`config.mk`:
```
export PLATFORM = sky130hd
export DESIGN_NAME = bsg_dfi_clk_gate_ctrl_flat
export DESIGN_NICKNAME = d
export VERILOG_FILES = /design/src/rtl/bsg_dfi_clk_gate_ctrl_if.sv /design/src/rtl/bsg_dfi_clk_gate_ctrl.sv /design/src/flat_wrapper.sv
export SDC_FILE = /design/constraint.sdc
export NUM_CORES = 1
export LEC_CHECK = 0
export CAP_MARGIN = 0
export CORE_UTILIZATION = 44
export CTS_CLUSTER_SIZE = 25
export DETAILED_ROUTE_END_ITERATION = 12
export HOLD_SLACK_MARGIN = 0.12
export PLACE_DENSITY = 0.73
export RECOVER_POWER = 25
export SETUP_SLACK_MARGIN = 0.4
export SLEW_MARGIN = 20
export SYNTH_ARGS = -nofsm -noshare
export SYNTH_HDL_FRONTEND = slang
export SYNTH_SLANG_ARGS = --single-unit
```
`constraint.sdc`:
```
create_clock -name clk_i -period 1.4 [get_ports clk_i]
set_input_delay 0.21 -clock clk_i [delete_from_list [all_inputs] [get_ports clk_i]]
set_output_delay 0.21 -clock clk_i [all_outputs]
set_load 0.02 [all_outputs]
```
`src/rtl/bsg_dfi_clk_gate_ctrl_if.sv`:
```
// Handshake and status bundle between the AXI-side FIFO and the DFI user clock gate sequencer.
// The master side drives FIFO status and software controls. The slave side is the sequencer.
interface bsg_dfi_clk_gate_ctrl_if #(
  parameter int unsigned err_cnt_width_p = 8
);
  logic                       fifo_error;
  logic                       dfi_edge;
  logic                       fifo_empty;
  logic                       sw_clear;
  logic                       user_clk_gate;
  logic                       fifo_flush;
  logic                       user_reset;
  logic                       busy;
  logic [err_cnt_width_p-1:0] err_count;
  logic                       timeout;

  modport master (
    output fifo_error, dfi_edge, fifo_empty, sw_clear,
    input  user_clk_gate, fifo_flush, user_reset, busy, err_count, timeout
  );

  modport slave (
    input  fifo_error, dfi_edge, fifo_empty, sw_clear,
    output user_clk_gate, fifo_flush, user_reset, busy, err_count, timeout
  );
endinterface

```
`src/rtl/bsg_dfi_clk_gate_ctrl.sv`:
```
// Recovery sequencer for the DFI-to-AXI user clock gate (AXI clock domain).
// Optional DRAIN timeout enabled by defining BSG_DFI_CLK_GATE_CTRL_TIMEOUT_EN.
module bsg_dfi_clk_gate_ctrl #(
  parameter int unsigned reset_cycles_p  = 16,
  parameter int unsigned drain_timeout_p = 1024,
  parameter int unsigned err_cnt_width_p = 8
) (
  input logic                         clk_i,
  input logic                         reset_n_i,
  bsg_dfi_clk_gate_ctrl_if.slave      ctrl
);

`ifdef BSG_DFI_CLK_GATE_CTRL_TIMEOUT_EN
  localparam int unsigned cnt_limit_lp =
      (reset_cycles_p > drain_timeout_p) ? reset_cycles_p : drain_timeout_p;
`else
  localparam int unsigned cnt_limit_lp = reset_cycles_p;
`endif
  localparam int unsigned cnt_width_lp = $clog2(cnt_limit_lp + 1);

  if (reset_cycles_p < 1) begin : g_bad_reset_cycles
    $error("reset_cycles_p must be at least 1");
  end
  if (drain_timeout_p < 1) begin : g_bad_drain_timeout
    $error("drain_timeout_p must be at least 1");
  end

  typedef enum logic [2:0] {StIdle, StArm, StDrain, StRst, StRel} state_e;

  state_e                     state_q, state_d;
  logic [cnt_width_lp-1:0]    cnt_q, cnt_d;
  logic [err_cnt_width_p-1:0] err_q, err_d;
  logic                       start;
`ifdef BSG_DFI_CLK_GATE_CTRL_TIMEOUT_EN
  logic                       timeout_q, timeout_d;
  logic                       timeout_set;
`endif

  always_comb begin
    state_d = state_q;
    cnt_d   = cnt_q;
    start   = 1'b0;
`ifdef BSG_DFI_CLK_GATE_CTRL_TIMEOUT_EN
    timeout_set = 1'b0;
`endif
    unique case (state_q)
      StIdle: begin
        if (ctrl.fifo_error) begin
          state_d = StArm;
          start   = 1'b1;
        end
      end
      StArm: begin
        if (ctrl.dfi_edge) begin
          state_d = StDrain;
          cnt_d   = '0;
        end
      end
      StDrain: begin
`ifdef BSG_DFI_CLK_GATE_CTRL_TIMEOUT_EN
        cnt_d = cnt_q + 1'b1;
`endif
        // An empty FIFO wins over a same-cycle timeout: normal exit, flag untouched
        if (ctrl.fifo_empty) begin
          state_d = StRst;
          cnt_d   = '0;
        end
`ifdef BSG_DFI_CLK_GATE_CTRL_TIMEOUT_EN
        else if (cnt_q == cnt_width_lp'(drain_timeout_p - 1)) begin
          state_d     = StRst;
          cnt_d       = '0;
          timeout_set = 1'b1;
        end
`endif
      end
      StRst: begin
        if (cnt_q == cnt_width_lp'(reset_cycles_p - 1)) begin
          state_d = StRel;
          cnt_d   = '0;
        end else begin
          cnt_d = cnt_q + 1'b1;
        end
      end
      StRel: begin
        if (ctrl.dfi_edge) begin
          state_d = StIdle;
        end
      end
      default: begin
        state_d = StIdle;
        cnt_d   = '0;
      end
    endcase
  end

  always_comb begin
    err_d = err_q;
    if (start && (err_q != '1)) begin
      err_d = err_q + 1'b1;
    end
    if (ctrl.sw_clear) begin
      err_d = '0;
    end
  end

`ifdef BSG_DFI_CLK_GATE_CTRL_TIMEOUT_EN
  always_comb begin
    timeout_d = timeout_q | timeout_set;
    if (ctrl.sw_clear) begin
      timeout_d = 1'b0;
    end
  end
`endif

  always_ff @(posedge clk_i) begin
    if (!reset_n_i) begin
      state_q <= StIdle;
      cnt_q   <= '0;
      err_q   <= '0;
    end else begin
      state_q <= state_d;
      cnt_q   <= cnt_d;
      err_q   <= err_d;
    end
  end

`ifdef BSG_DFI_CLK_GATE_CTRL_TIMEOUT_EN
  always_ff @(posedge clk_i) begin
    if (!reset_n_i) begin
      timeout_q <= 1'b0;
    end else begin
      timeout_q <= timeout_d;
    end
  end

  assign ctrl.timeout = timeout_q;
`else
  assign ctrl.timeout = 1'b0;
`endif

  assign ctrl.busy          = (state_q != StIdle);
  assign ctrl.user_clk_gate = (state_q == StDrain) || (state_q == StRst) || (state_q == StRel);
  assign ctrl.fifo_flush    = (state_q == StDrain);
  assign ctrl.user_reset    = (state_q == StRst);
  assign ctrl.err_count     = err_q;

endmodule

```
`src/flat_wrapper.sv`:
```
// flat-port wrapper written by rule: the top's interface ports become plain ports
module bsg_dfi_clk_gate_ctrl_flat 
#(
  parameter int unsigned reset_cycles_p  = 16,
  parameter int unsigned drain_timeout_p = 1024,
  parameter int unsigned err_cnt_width_p = 8
)
  (clk_i, reset_n_i, ctrl_fifo_error, ctrl_dfi_edge, ctrl_fifo_empty, ctrl_sw_clear, ctrl_user_clk_gate, ctrl_fifo_flush, ctrl_user_reset, ctrl_busy, ctrl_err_count, ctrl_timeout);
  bsg_dfi_clk_gate_ctrl_if #(.err_cnt_width_p(err_cnt_width_p)) ctrl_i ();
  input logic clk_i;
  input logic reset_n_i;
  input wire logic [$bits(ctrl_i.fifo_error)-1:0] ctrl_fifo_error;
  input wire logic [$bits(ctrl_i.dfi_edge)-1:0] ctrl_dfi_edge;
  input wire logic [$bits(ctrl_i.fifo_empty)-1:0] ctrl_fifo_empty;
  input wire logic [$bits(ctrl_i.sw_clear)-1:0] ctrl_sw_clear;
  output wire logic [$bits(ctrl_i.user_clk_gate)-1:0] ctrl_user_clk_gate;
  output wire logic [$bits(ctrl_i.fifo_flush)-1:0] ctrl_fifo_flush;
  output wire logic [$bits(ctrl_i.user_reset)-1:0] ctrl_user_reset;
  output wire logic [$bits(ctrl_i.busy)-1:0] ctrl_busy;
  output wire logic [$bits(ctrl_i.err_count)-1:0] ctrl_err_count;
  output wire logic [$bits(ctrl_i.timeout)-1:0] ctrl_timeout;
  assign ctrl_i.fifo_error = ctrl_fifo_error;
  assign ctrl_i.dfi_edge = ctrl_dfi_edge;
  assign ctrl_i.fifo_empty = ctrl_fifo_empty;
  assign ctrl_i.sw_clear = ctrl_sw_clear;
  assign ctrl_user_clk_gate = ctrl_i.user_clk_gate;
  assign ctrl_fifo_flush = ctrl_i.fifo_flush;
  assign ctrl_user_reset = ctrl_i.user_reset;
  assign ctrl_busy = ctrl_i.busy;
  assign ctrl_err_count = ctrl_i.err_count;
  assign ctrl_timeout = ctrl_i.timeout;
  bsg_dfi_clk_gate_ctrl #(.reset_cycles_p(reset_cycles_p), .drain_timeout_p(drain_timeout_p), .err_cnt_width_p(err_cnt_width_p)) u_core (.clk_i(clk_i), .reset_n_i(reset_n_i), .ctrl(ctrl_i));
endmodule
```
After elaboration in Yosys (flattened, before gate mapping)

Cells that the tools add are included.
Widths: inputs -> output; s select.

Flip-flop bits (word level): 16
Word-level logic and storage cells: 39

$add $sub $neg: 2
Equal/unequal tests: 11
Multiplexer cells: 12
Bitwise logic cells: 2
Reductions and logical operators: 9

Operators by type and width:

| operator            | number |
|---|---|
| $pmux 5 s4          | 1 |
| $mux 3              | 5 |
| $mux 5              | 3 |
| $pmux 3 s5          | 1 |
| $add 8x1->8 const B | 1 |
| $ne 2x2->1 const B  | 4 |
| $ne 8x8->1 const B  | 1 |
| $eq 3x2->1 const B  | 2 |
| $add 5x1->5 const B | 1 |
| $eq 5x4->1 const B  | 1 |
| $reduce_and 5->1    | 1 |
| $reduce_or 2->1     | 2 |
| $eq 3x1->1 const B  | 1 |
| $eq 3x3->1 const B  | 1 |
| $logic_not 3->1     | 1 |
| $reduce_and 3->1    | 1 |
| $reduce_bool 3->1   | 1 |
| $logic_or 1x1->1    | 2 |
| $mux 1              | 2 |
| $ne 2x1->1 const B  | 1 |
| $not 1->1           | 2 |
| $logic_and 1x1->1   | 1 |

Longest topological paths before layout

Word-level depth: 4
Depth in mapped cells: 5

Worst setup path after synthesis

Ideal clock, no wire load.

Path kind: register -> register
Start point: register u_core.state_q[0]
End point: register u_core.err_q[4], in the netlist u_core.ctrl.err_count[4]
Setup time: 0.121 ns
Arrival time: 1.293 ns
Data required time: 1.279 ns
Path slack: -0.014 ns
Stages on the path, launching flop included: 6
Buffers on the path: 1
Clock period less this slack: 1.414 ns
Path through: dfxtp_1 > buf_6 > or3_4 > nor3_2 > mux2i_1 > nor2_1

Word-level cells in the longest chain between the ends: 3

RTL lines:

| what                   | line                         | source |
|---|---|---|
| start, declared        | bsg_dfi_clk_gate_ctrl.sv:30  | `state_e state_q, state_d;` |
| start signal, assigned | bsg_dfi_clk_gate_ctrl.sv:117 | `state_q <= StIdle;` |
| start signal, assigned | bsg_dfi_clk_gate_ctrl.sv:121 | `state_q <= state_d;` |
| $logic_not 3->1        | bsg_dfi_clk_gate_ctrl.sv:46  | `unique case (state_q)` |
| $mux 1                 | bsg_dfi_clk_gate_ctrl.sv:46  |  |
| $logic_and 1x1->1      | bsg_dfi_clk_gate_ctrl.sv:98  | `if (start && (err_q != '1)) begin` |
| end signal, assigned   | bsg_dfi_clk_gate_ctrl.sv:123 | `err_q <= err_d;` |
| end, declared          | bsg_dfi_clk_gate_ctrl.sv:32  | `logic [err_cnt_width_p-1:0] err_q, err_d;` |

Every way passes these cells.
A chain may end at the register's enable or synchronous reset.

Final worst setup path

Start point: register u_core.state_q[2]
End point: register u_core.err_q[5], in the netlist u_core.ctrl.err_count[5]

Same word-level chain as after synthesis.

==> qor.txt <==
Worst setup SP type - flip-flop
Port Buffers - 17
Syn_nets - 107
Top-area cell type share of the netlist area - 36.1%
Failing checks - negative setup slack
Final hold vios - 0
Min-Delay Path Class - reg2reg
Inserted Diodes - 0
Dpl hpwl - 1440 um
Critical path class - reg2reg
Number of synthesized flops with an enable pin - 0
Pre-antenna DRT Iters - 5
Req. time, crit path - 1.58 ns
GRT Overall Usage - 25.7%
Total Power - 1030 uW
Final ANT Viol Nets - 0
Slowest stage delay, CP - 0.38 ns
Final period util - 115%
Layout cell share with drive strength beyond 1 - 59.0%
DRT iter0 DRCs - 61
Global-route wire length before repair - 3950 um
Syn Inst Count - 99
Avg Cell Area, Syn - 8.97 um^2
FFs w/ async S/R, synth - 0%
Via density - 6.30
Top post-synthesis cells by area - dfxtp_1 (36%), nand3_1 (3.4%), nand2_1 (3.4%), ha_1 (2.8%), buf_6 (2.5%)
CP bufs+invs - 1
Worst-path fanout max - 5
Final setup margin - -0.213 ns
I/O pin count - 19
Clock root cell - clkbuf_4
Routed length per instance - 20.0 um
Via count - 1,064
FF+latch count, synth - 16
Final instance area - 1540 um^2
Dpl ws - -0.172 ns
Fmax - 620 MHz
Ys Warns - 0
CP top delay family - simple AND/OR/NAND/NOR gates
Initial antenna violation count - 0
Post-synth design cell area - 888 um^2
Core Region - 1800 um^2
H-tree depth - 1
CTS max path bufs - 2
Die width - 46.9 um
Num CTS Buffers - 3
Clk sinks - 16
Die ar. - 2200 um^2
TritonCTS clock tree - built
Layout Skew - 0.00411 ns
Gp weighted congestion - 0.843
Initial Utilization - 49.3%
Peak VDD IR - 0.584 mV
Pin count of the biggest net entering global routing - 11
Area delta synth->final - 73.1%
Outcome - finished with violations
Slew Viols, Final - 0
Nets - 153
Largest area contributor in the netlist - dfxtp_1
Final Core Density - 85.3%
RSZ-0062 raised after global routing - true
Placed instance area - 1190 um^2
Crit end category - flip-flop
Routed WL - 3380 um
MaxCap Viol Count - 0
Number of global-route vias before repair - 889
Clock Latency Late Sink - 0.30 ns
Clock Pin Slew Worst Setup and Hold Paths - 0.10 ns
Worst path cell trace - buf_6, nor4b_4, nand4_1, o211ai_1, o31ai_1
Slowest cell on crit path - dfxtp_4
Total grt overflow - 0
Final setup viols - 11
Reg2Reg Setup Slack - -0.21 ns
Netlist cell types - 45
Leakage power - 0.000623 uW
Prevailing post-synth register cell - dfxtp_1
Die Y - 46.9 um
Final Critical Period - 1.61 ns
Worst EP arrival - 1.79 ns
Total DRC errors in the routed layout - 0
PD cells - 672 nW/um^2
Seq/Total Area, Yosys - 36.1%
Fill count - 81
Std-Cell Rows - 15
[kinds of logic (layout without fill, tap and decap cells)]
| family | count (synthesis) | after routing | synth area share (%) |
|---|---|---|---|
| simple gates | 45 | 45 | 31.0 |
| compound gates | 21 | 21 | 18.2 |
| other cells | 1 | 1 | 0.422 |
| buf+inv | 9 | 54 | 6.06 |
| mux | 3 | 3 | 3.52 |
| flops | 16 | 16 | 36.1 |
| xor+xnor | 2 | 2 | 1.97 |
| fa+ha+maj | 2 | 2 | 2.82 |
[what timing repair did]
action	CTS	global route
hold buffers	0	0
pin swaps	14	18
endpoints found under the setup margin	28	28
gates resized for setup	98	16
setup buffers	14	4
[stage by stage]
| stage | cells | hold slack, ns | TNS [ns] |
|---|---|---|---|
| 2_1_floorplan | 99 | 0.402 | 0 |
| 3_3_place_gp | 147 | 0.452 | -0.750 |
| 3_5_place_dp | 147 | 0.459 | -1.14 |
| 4_1_cts | 165 | 0.475 | -0.0262 |
| 5_1_grt | 169 | 0.502 | -1.22 |
| 6_report | 169 | 0.479 | -0.839 |
[cell usage in the layout (no fill, tap or decap), types with 2 or more instances in the layout]
master,Yosys,layout
buf_6,2,22
buf_4,1,20
dfxtp_4,0,9
nand2_1,8,8
clkdlybuf4s50_1,0,5
nand3_1,6,4
dfxtp_2,0,4
nor2_1,6,3
nor2b_1,3,3
o21ai_1,3,3
a31oi_1,3,3
clkbuf_4,0,3
dfxtp_1,16,3
nand3b_1,2,2
nor3b_1,3,2
nor2_4,1,2
nand4_1,2,2
inv_1,2,2
mux2i_1,2,2
nor3_1,4,2
nand3_2,0,2
nor2_2,0,2
nor3_2,1,2
ha_4,0,2
[synth_stat cells (2+ instances only)]
master and count:
nand4_1 2, inv_1 2, o21ai_1 3, nor2b_1 3
dfxtp_1 16, nor2_1 6, a31oi_1 3, and4b_1 2
mux2i_1 2, nand2_1 8, clkbuf_1 2, buf_6 2
a21oi_1 2, nand3b_1 2, nor3_1 4, ha_1 2
nor3b_1 3, and3_1 2, nand3_1 6, a22oi_1 2
[flip-flops by register name, indices dropped and copies added, names as in the netlist]
register and flops:
u_core.ctrl.err_count 8, u_core.cnt_q 5, u_core.state_q 3
[report_power, final]
group	switching, uW	internal [uW]
clock network	168	159
registers	15.1	451
logic	111	130
total	294	739
[cell type report]
type	count	area [um^2]	area share [%]
Clock buffer	4	36.3	2.36
Inverter	3	11.3	0.732
Tap cell	25	31.3	2.03
Timing Repair Buffer	47	448	29.1
Sequential cell	16	359	23.4
Multi-Input combinational cell	74	652	42.4
[worst reg2reg max path, cell delays in order, from the launching register on]
cell      delay (ns)
dfxtp_4         0.38
buf_6           0.12
nor4b_4         0.36
nand4_1         0.25
o211ai_1        0.25
o31ai_1         0.13
[routing by layer]
layer	GRT usage, %	wire length, um
met5	0	0
met3	5.77	303
met1	32.6	1280
met2	41.7	1600
met4	11.4	185
[final timing paths]
kind / from / endpoint / cells after the start
worst min register to register: u_core.cnt_q[4] / u_core.cnt_q[4] / 1
worst min-delay path: u_core.cnt_q[4] / u_core.cnt_q[4] / 1
worst max-delay path: u_core.state_q[2] / u_core.ctrl.err_count[5] / 5
worst max register to register: u_core.state_q[2] / u_core.ctrl.err_count[5] / 5
Power figures use the tool's default switching activity.
